`config.mk`:
```
export PLATFORM = sky130hd
export DESIGN_NAME = serial_subtractor_ctrl
export DESIGN_NICKNAME = d
export VERILOG_FILES = /design/src/rtl/serial_subtractor_ctrl.sv
export SDC_FILE = /design/constraint.sdc
export NUM_CORES = 1
export LEC_CHECK = 0
export BUFFER_PORTS_ARGS = -buffer_cell sky130_fd_sc_hd__buf_4
export CAP_MARGIN = 20
export CORE_MARGIN = 3
export CORE_UTILIZATION = 55
export CTS_BUF_LIST = sky130_fd_sc_hd__clkbuf_4 sky130_fd_sc_hd__clkbuf_8
export CTS_CLUSTER_DIAMETER = 50
export DETAILED_ROUTE_END_ITERATION = 6
export GPL_ROUTABILITY_DRIVEN = 0
export GPL_TIMING_DRIVEN = 0
export PLACE_DENSITY_LB_ADDON = 0.08
export SYNTH_ARGS = -nofsm -noshare
export SYNTH_HDL_FRONTEND = slang
export SYNTH_SLANG_ARGS = --single-unit
```
`constraint.sdc`:
```
create_clock -name clk -period 1.61 [get_ports clk]
set_input_delay 0 -clock clk [delete_from_list [all_inputs] [get_ports clk]]
set_output_delay 0 -clock clk [all_outputs]
set_load 0.02 [all_outputs]
```
`src/rtl/serial_subtractor_ctrl.sv`:
```
// ---------------------------------------------------------------------------
// serial_subtractor_ctrl
//
// Bit-serial subtractor: computes diff = a - b - bin (mod 2^W) one bit per
// clock, LSB first, with a single full-subtractor cell and a registered
// borrow. Handshake: start/ready to launch, out_valid/out_ready to retire.
//
// Ports:
//   clk        system clock, rising edge
//   rst_n      asynchronous active-low reset
//   start      launch request, honoured only while ready=1
//   a, b, bin  minuend, subtrahend, borrow-in (sampled on accepted start)
//   clear      synchronous abort back to IDLE, wins over start/out_ready
//   ready      1 in IDLE
//   busy       1 in RUN
//   out_valid  1 in DONE; diff/bout (and ovf) valid
//   out_ready  consumer accepts the result
//   diff       W-bit difference
//   bout       final borrow-out (a < b + bin, unsigned)
//   ovf        signed overflow, present only when SERIAL_SUB_OVF_EN is defined
//
// Optional feature macro: SERIAL_SUB_OVF_EN
// ---------------------------------------------------------------------------
module serial_subtractor_ctrl #(
  parameter int W = 8
) (
  input  logic         clk,
  input  logic         rst_n,
  input  logic         start,
  input  logic [W-1:0] a,
  input  logic [W-1:0] b,
  input  logic         bin,
  input  logic         clear,
  output logic         ready,
  output logic         busy,
  output logic         out_valid,
  input  logic         out_ready,
  output logic [W-1:0] diff,
  output logic         bout
`ifdef SERIAL_SUB_OVF_EN
  ,
  output logic         ovf
`endif
);

  localparam int CW = $clog2(W + 1);
  localparam logic [CW-1:0] LAST = CW'(W - 1);

  typedef enum logic [1:0] {
    IDLE = 2'd0,
    RUN  = 2'd1,
    DONE = 2'd2
  } state_t;

  state_t         state, state_next;
  logic [W-1:0]   a_sh, b_sh, diff_reg, diff_shift;
  logic           br, br_next, d, bout_reg;
  logic [CW-1:0]  cnt;
  logic           x, y, last_bit;
`ifdef SERIAL_SUB_OVF_EN
  logic           ovf_reg;
`endif

  // Full-subtractor cell on the current LSBs.
  assign x        = a_sh[0];
  assign y        = b_sh[0];
  assign d        = x ^ y ^ br;
  assign br_next  = (~x & y) | (br & ~(x ^ y));
  assign last_bit = (cnt == LAST);

  // New difference bit enters at the MSB so that after W shifts bit 0 sits
  // at position 0. Written this way so it also holds for W=1.
  always_comb begin
    diff_shift        = diff_reg >> 1;
    diff_shift[W-1]   = d;
  end

  always_ff @(posedge clk or negedge rst_n) begin
    if (!rst_n) state <= IDLE;
    else        state <= state_next;
  end

  always_comb begin
    state_next = state;
    ready      = 1'b0;
    busy       = 1'b0;
    out_valid  = 1'b0;
    case (state)
      IDLE: begin
        ready = 1'b1;
        if (start) state_next = RUN;
      end
      RUN: begin
        busy = 1'b1;
        if (last_bit) state_next = DONE;
      end
      DONE: begin
        out_valid = 1'b1;
        if (out_ready) state_next = IDLE;
      end
      default: state_next = IDLE;
    endcase
    if (clear) state_next = IDLE;
  end

  always_ff @(posedge clk or negedge rst_n) begin
    if (!rst_n) begin
      a_sh     <= '0;
      b_sh     <= '0;
      diff_reg <= '0;
      br       <= 1'b0;
      cnt      <= '0;
      bout_reg <= 1'b0;
`ifdef SERIAL_SUB_OVF_EN
      ovf_reg  <= 1'b0;
`endif
    end else if (clear) begin
      a_sh     <= '0;
      b_sh     <= '0;
      diff_reg <= '0;
      br       <= 1'b0;
      cnt      <= '0;
      bout_reg <= 1'b0;
`ifdef SERIAL_SUB_OVF_EN
      ovf_reg  <= 1'b0;
`endif
    end else begin
      case (state)
        IDLE: begin
          if (start) begin
            a_sh     <= a;
            b_sh     <= b;
            br       <= bin;
            diff_reg <= '0;
            cnt      <= '0;
            bout_reg <= 1'b0;
`ifdef SERIAL_SUB_OVF_EN
            ovf_reg  <= 1'b0;
`endif
          end
        end
        RUN: begin
          a_sh     <= a_sh >> 1;
          b_sh     <= b_sh >> 1;
          diff_reg <= diff_shift;
          br       <= br_next;
          cnt      <= cnt + CW'(1);
          if (last_bit) begin
            bout_reg <= br_next;
`ifdef SERIAL_SUB_OVF_EN
            // x/y are the original operand MSBs on the final bit; d is the
            // result MSB.
            ovf_reg  <= (x != y) & (d != x);
`endif
          end
        end
        default: ;
      endcase
    end
  end

  assign diff = diff_reg;
  assign bout = bout_reg;
`ifdef SERIAL_SUB_OVF_EN
  assign ovf  = ovf_reg;
`endif

endmodule
```
==> impl_metrics.csv, run 1 <==
group,metric,value,unit
logic_synthesis,synth_most_common_cell,"dfrtp_1",
setup_path,critPathMaxFanout,10,
pwr,leakagePower,0.9463,nW
pwr,p_per_area,933.0,mW/mm^2
placed_design,io_buffers,33,
logic_synthesis,yosysWarnings,0,
placed_design,place_inst,209,
cells_and_area,seq_area,802.0,sq um
placed_design,dpl_cell_area,0.001782,sq mm
setup_path,start_kind,"register",
setup_path,slowest_delay,0.48,ns
drt,num_vias,1300,
sta,finalCritPeriodShare,91.69,%
logic_synthesis,synth_flop_cell,"dfrtp_1",
drt,routed_wl,3.534,mm
cells_and_area,fill_cells,191,
cells_and_area,layoutNonFillerInstCount,223,
logic_synthesis,ys_types,32,
global_routing,grt_overflow,0,
cells_and_area,multi_input_area,619.3,sq um
cts,insertion_delay,0.33,ns
setup_path,required,1.84,ns
logic_synthesis,synth_top_area_cell,"dfrtp_1",
logic_synthesis,synth_area_leaders,"dfrtp_1 (54%), a211oi_1 (7.5%), nor2_1 (5.5%)",
cts,cts_root_buf,"clkbuf_4",
run,maxCapViolCount,0,
logic_synthesis,ys_async_sr_fraction,100.0,%
die,die_area,0.003383,sq mm
setup_path,crit_chain,"o21ba_1, buf_2, buf_4, nor2_1, a211oi_1",
sta,max_slew_margin,67.60,%
cts,post_cts_buffers,0,
drt,wl_per_cell,15.85,microns
logic_synthesis,syn_nets,170,
cells_and_area,final_nets,216,
die,io_pins,34,
logic_synthesis,syn-cell-area,0.001496,sq mm
cts,clockBufferDepth,2,
sta,rsz0062_at_grt,"no",
cells_and_area,post-route-cell-area,0.001943,sq mm
cts,clock_sinks,32,
cts,htreeDepth,2,
drt,drc,0,
cts,cts_tree,"done",
die,die_w,58.16,microns
global_routing,grt_pass1_wl,6.175,mm
placed_design,dpl.hpwl,2.389,mm
pwr,vdd_drop_max,0.7927,mV
logic_synthesis,synth-edff-count,0,
cts,clkSlewWorstSetupHoldPaths,0.09,ns
die,die-height,58.16,microns
sta,finClkSkew,0.008322,ns
global_routing,track_usage,24.33,%
setup_path,arrival,1.71,ns
cells_and_area,area_delta_synth_final,29.85,%
sta,max_freq,677.4,MHz
logic_synthesis,syn_inst,146,
setup_path,rrSetupSlack,0.13,ns
global_routing,grt_pass1_vias,1340,
drt,drt-vias-per-instance,5.830,
cells_and_area,n_antenna_cell,0,
global_routing,grt_max_degree,33,
cts,numCtsBuffers,5,
cells_and_area,drive_above_1_share,26.94,%
sta,setup_viol,0,
logic_synthesis,synth_top_area_share,53.51,%
drt,ant_nets,0,
setup_path,critical_path_class,"register to register",
drt,drt_iter0_drc,86,
sta,worst_slew_pin_slew,0.4860,ns
global_routing,antenna_found_initial,0,
die,core_area,0.002522,sq mm
sta,setup-tns-final,0,ns
setup_path,slowest_stage,"dfrtp_2",
sta,final.min_clock_period,1.476,ns
status,outcome,"completed",
logic_synthesis,syn_area_per_cell,10.25,sq um
setup_path,worstSetupEndpointType,"register",
min_path,hold_class,"input pin to register",
die,initial_core_util,59.33,%
drt,dr.pass1.iters,4,
logic_synthesis,synth.yosys.seq_area_share,53.51,%
logic_synthesis,synth_common_cells,"dfrtp_1 (32), nor2_1 (22), a211oi_1 (15), a21oi_1 (13), nand2_1 (11)",
sta,hold_viol_final,0,
logic_synthesis,ys_ff_latch,32,
die,row_count,18,
sta,slew_violations,0,
==> cell usage in the layout (no fill, tap or decap), drive strengths merged, types with 2 or more instances in the layout <==
| cell type | instances |
|---|---|
| nor4bb | 2 |
| nor2 | 22 |
| dlygate4sd3 | 7 |
| nand2b | 3 |
| o2bb2ai | 2 |
| nor2b | 3 |
| nand3 | 2 |
| inv | 5 |
| clkbuf | 9 |
| a22o | 9 |
| dfrtp | 32 |
| nand2 | 11 |
| a21oi | 13 |
| o22ai | 2 |
| buf | 40 |
| a211oi | 15 |
==> final timing paths <==
check,start,to,cells after the start
max in group asynchronous,rst_n,state[1],2
min,b[6],b_sh[6],3
max,state[1],b_sh[5],5
max reg2reg,state[1],b_sh[5],5
min in group asynchronous,rst_n,diff[5],2
min reg2reg,diff[0],diff[0],1
==> power breakdown <==
| part | total, mW | switching [mW] | leakage [nW] | internal [mW] |
|---|---|---|---|---|
| registers | 0.870 | 0.0260 | 0.428 | 0.844 |
| logic | 0.258 | 0.139 | 0.467 | 0.119 |
| clock network | 0.685 | 0.273 | 0.0515 | 0.412 |
==> logic make-up (layout without fill, tap and decap cells) <==
group | after synthesis | after routing | synth area share, %
AO/OA/AOI/OAI | 49 | 49 | 23.66
AND/OR/NAND/NOR | 46 | 46 | 14.21
flip-flops | 32 | 32 | 53.51
buffers and inverters | 15 | 62 | 5.100
adder cells (fa/ha/maj) | 2 | 2 | 2.174
XOR/XNOR | 1 | 1 | 0.5854
multiplexers | 1 | 1 | 0.7525
==> critical path: cells and delay by family, from the launching register on <==
kind	cells	cell delay, ns
AND/OR/NAND/NOR	1	0.06
buffers and inverters	2	0.38
AO/OA/AOI/OAI	2	0.47
flip-flops	1	0.48
==> area by class of cell <==
cell class | instances | area share [%]
clock buffer | 7 | 3.348
inverter | 5 | 0.9659
sequential | 32 | 41.28
timing repair buffer | 40 | 16.36
clock inverter | 1 | 1.545
buffer | 9 | 2.704
multi-input combinational | 99 | 31.87
tap | 30 | 1.932
==> stage by stage <==
stage	power (mW)	setup slack, ns	util [%]	hold WS, ns
4_1_cts	1.820	0.08341	76.98	0.0007367
3_5_place_dp	1.132	0.1163	70.63	-0.04169
6_report	1.813	0.1338	77.03	0.004436
3_3_place_gp	1.119	0.1670	70.63	-0.04605
2_1_floorplan	1.023	0.3057	-	-0.2956
5_1_grt	1.895	0.02157	77.03	0.02038
==> per-layer routing <==
metal	track usage [%]	vias to the layer above	wire length [microns]
met5	0	-	0
met1	32.71	639	1494
met4	8.940	0	52
li1	-	615	-
met2	38.71	38	1791
met3	5.345	8	195
==> timing repair <==
action / 4_1_cts / 5_1_grt
endpoints found under the setup margin: 1 / 2
endpoints found under the hold margin: 38 / 0
hold buffers: 7 / 0
gates resized for setup: 0 / 1
No activity file was read; power rests on OpenSTA's default activity.
==> run 2: changes to the inputs <==
--- a/config.mk
+++ b/config.mk
@@ -5,6 +5,7 @@
 export SDC_FILE = /design/constraint.sdc
 export NUM_CORES = 1
 export LEC_CHECK = 0
+export ABC_AREA = 0
 export BUFFER_PORTS_ARGS = -buffer_cell sky130_fd_sc_hd__buf_4
 export CAP_MARGIN = 20
 export CORE_MARGIN = 3
@@ -14,7 +15,7 @@
 export DETAILED_ROUTE_END_ITERATION = 6
 export GPL_ROUTABILITY_DRIVEN = 0
 export GPL_TIMING_DRIVEN = 0
-export PLACE_DENSITY_LB_ADDON = 0.08
+export PLACE_DENSITY = 0.82
 export SYNTH_ARGS = -nofsm -noshare
 export SYNTH_HDL_FRONTEND = slang
 export SYNTH_SLANG_ARGS = --single-unit
==> run 2 against run 1 <==
Net effect:
- worst setup slack lost 0.096 ns
- combinational power grew 4%
- non-clock buffer count grew 4
- sequential share of layout area shrank 0.28 points
- critical path type is now register to primary output
- highest routed layer unchanged
==> impl_metrics.csv, run 2 (synthesis gave the netlist of run 1 again) <==
group,metric,value,unit
sta,max_slew_margin,69.54,%
cts,htreeDepth,2,
pwr,p_total,1.648,mW
cells_and_area,drive_above_1_share,26.90,%
cts,clockBufferDepth,2,
die,die_w,58.16,microns
drt,dr.pass1.iters,4,
sta,slew_violations,0,
setup_path,required,1.61,ns
setup_path,rrSetupSlack,0.11,ns
min_path,hp-start,"a[2]",
die,die-height,58.16,microns
sta,max_freq,635.9,MHz
status,outcome,"completed",
global_routing,antenna_found_initial,0,
cells_and_area,n_antenna_cell,0,
pwr,leakagePower,0.9530,nW
sta,setup_viol,0,
cells_and_area,seq_area,800.8,sq um
setup_path,worstSetupEndpointType,"primary output",
min_path,min_to,"a_sh[2]",
drt,drc,0,
drt,ant_nets,0,
global_routing,grt_overflow,0,
die,initial_core_util,59.33,%
pwr,vdd_drop_max,0.8576,mV
sta,finClkSkew,0.005530,ns
min_path,hold_class,"input pin to register",
cts,clock_sinks,32,
drt,wl_per_cell,15.50,microns
drt,drt_iter0_drc,55,
setup_path,reg2reg_to,"a_sh[5]",
global_routing,grt_pass1_wl,5.823,mm
cells_and_area,area_delta_synth_final,30.52,%
setup_path,slowest_stage,"dfrtp_1",
global_routing,grt_pass1_vias,1257,
cells_and_area,final_cell_mix,"buf_4 (37), dfrtp_1 (32), nor2_1 (22), a211oi_1 (15), a21oi_1 (13)",
global_routing,grt_max_degree,33,
setup_path,reg2reg_from,"state[1]",
sta,hold_viol_final,0,
cells_and_area,fill_cells,183,
setup_path,critPathMaxFanout,10,
setup_path,arrival,1.57,ns
placed_design,io_buffers,33,
cts,cts_tree,"done",
cts,clkSlewWorstSetupHoldPaths,0.09,ns
setup_path,start_kind,"register",
cts,numCtsBuffers,5,
setup_path,crit_chain,"nand2b_2, inv_2, clkbuf_4, buf_4",
cells_and_area,post-route-cell-area,0.001953,sq mm
die,die_area,0.003383,sq mm
run,maxCapViolCount,0,
die,io_pins,34,
drt,drt-vias-per-instance,5.784,
cts,post_cts_buffers,0,
sta,final.min_clock_period,1.573,ns
cts,cts_root_buf,"clkbuf_4",
cts,insertion_delay,0.33,ns
die,core_area,0.002522,sq mm
cells_and_area,final_nets,220,
min_path,whs_path_depth,3,
sta,finalCritPeriodShare,97.68,%
global_routing,track_usage,22.80,%
setup_path,critical_path_class,"register to primary output",
sta,worst_slew_pin_slew,0.4569,ns
setup_path,slowest_delay,0.48,ns
setup_path,r2r_cells,5,
drt,routed_wl,3.519,mm
placed_design,dpl.hpwl,2.370,mm
cells_and_area,final_common_cell,"buf_4",
pwr,p_per_area,843.7,mW/mm^2
cells_and_area,multi_input_area,621.8,sq um
placed_design,dpl_cell_area,0.001782,sq mm
drt,num_vias,1313,
die,row_count,18,
## run 2: changes by cell type in the layout (fill, tap and decap cells not counted), sizes merged
cell and delta:
bufinv -1, clkbuf +2, dlygate4sd3 +3
## run 2: power by group
group	total (mW)	leakage, nW	internal (mW)	switching (mW)
sequential	0.871	0.429	0.844	0.0268
combinational	0.268	0.484	0.127	0.141
clock	0.509	0.0394	0.249	0.260
## run 2: final cells by class
class	count	area share [%]
plain buffers	10	3.075
clock buffers	8	3.395
inverters	5	0.9609
multi-input cells	99	31.84
flip-flops and latches	32	41.00
well taps	30	1.922
repair buffers	43	17.81
## run 2: how the worst max path moves through the flow
stage	from	end	slack, ns	depth (start not counted)
floorplan	state[1]	cnt[3]	0.31	5
global placement	state[1]	cnt[3]	0.17	5
detailed placement	state[1]	b_sh[1]	0.16	5
CTS	state[1]	busy	0.03	4
global route	state[1]	busy	-0.01	4
finish	state[1]	busy	0.04	4
## run 2: stage by stage
stage / worst slack (ns) / hold slack (ns) / utilization, % / std cells / setup TNS, ns
3_3_place_gp: 0.1696 / -0.04694 / 70.63 / 209 / 0
5_1_grt: -0.01009 / 0.003723 / 77.43 / 227 / -0.01009
3_5_place_dp: 0.1577 / -0.04245 / 70.63 / 209 / 0
6_report: 0.03739 / 0.007216 / 77.43 / 227 / 0
2_1_floorplan: 0.3057 / -0.2956 / - / 146 / 0
4_1_cts: 0.02574 / 0.006091 / 77.23 / 227 / 0
## run 2: timing repair
action | CTS | global route
endpoints found under the setup margin | 0 | 1
resized for setup | 0 | 2
hold buffers | 10 | 0
hold endpoints to repair | 41 | 0
## run 2: per-layer routing
metal,track usage (%),vias up,wire [microns],part of all wire (%)
met2,34.84,45,1699,48
met5,0,-,0,0
met4,9.934,0,52,1.5
met1,31.02,640,1568,45
met3,5.345,7,199,5.7
li1,-,621,-,-
## run 2: worst max-delay path, delay by kind of cell (launching register included)
family,cells,cell delay [ns]
DFF,1,0.48
buffers and inverters,3,0.50
and+or+nand+nor,1,0.26
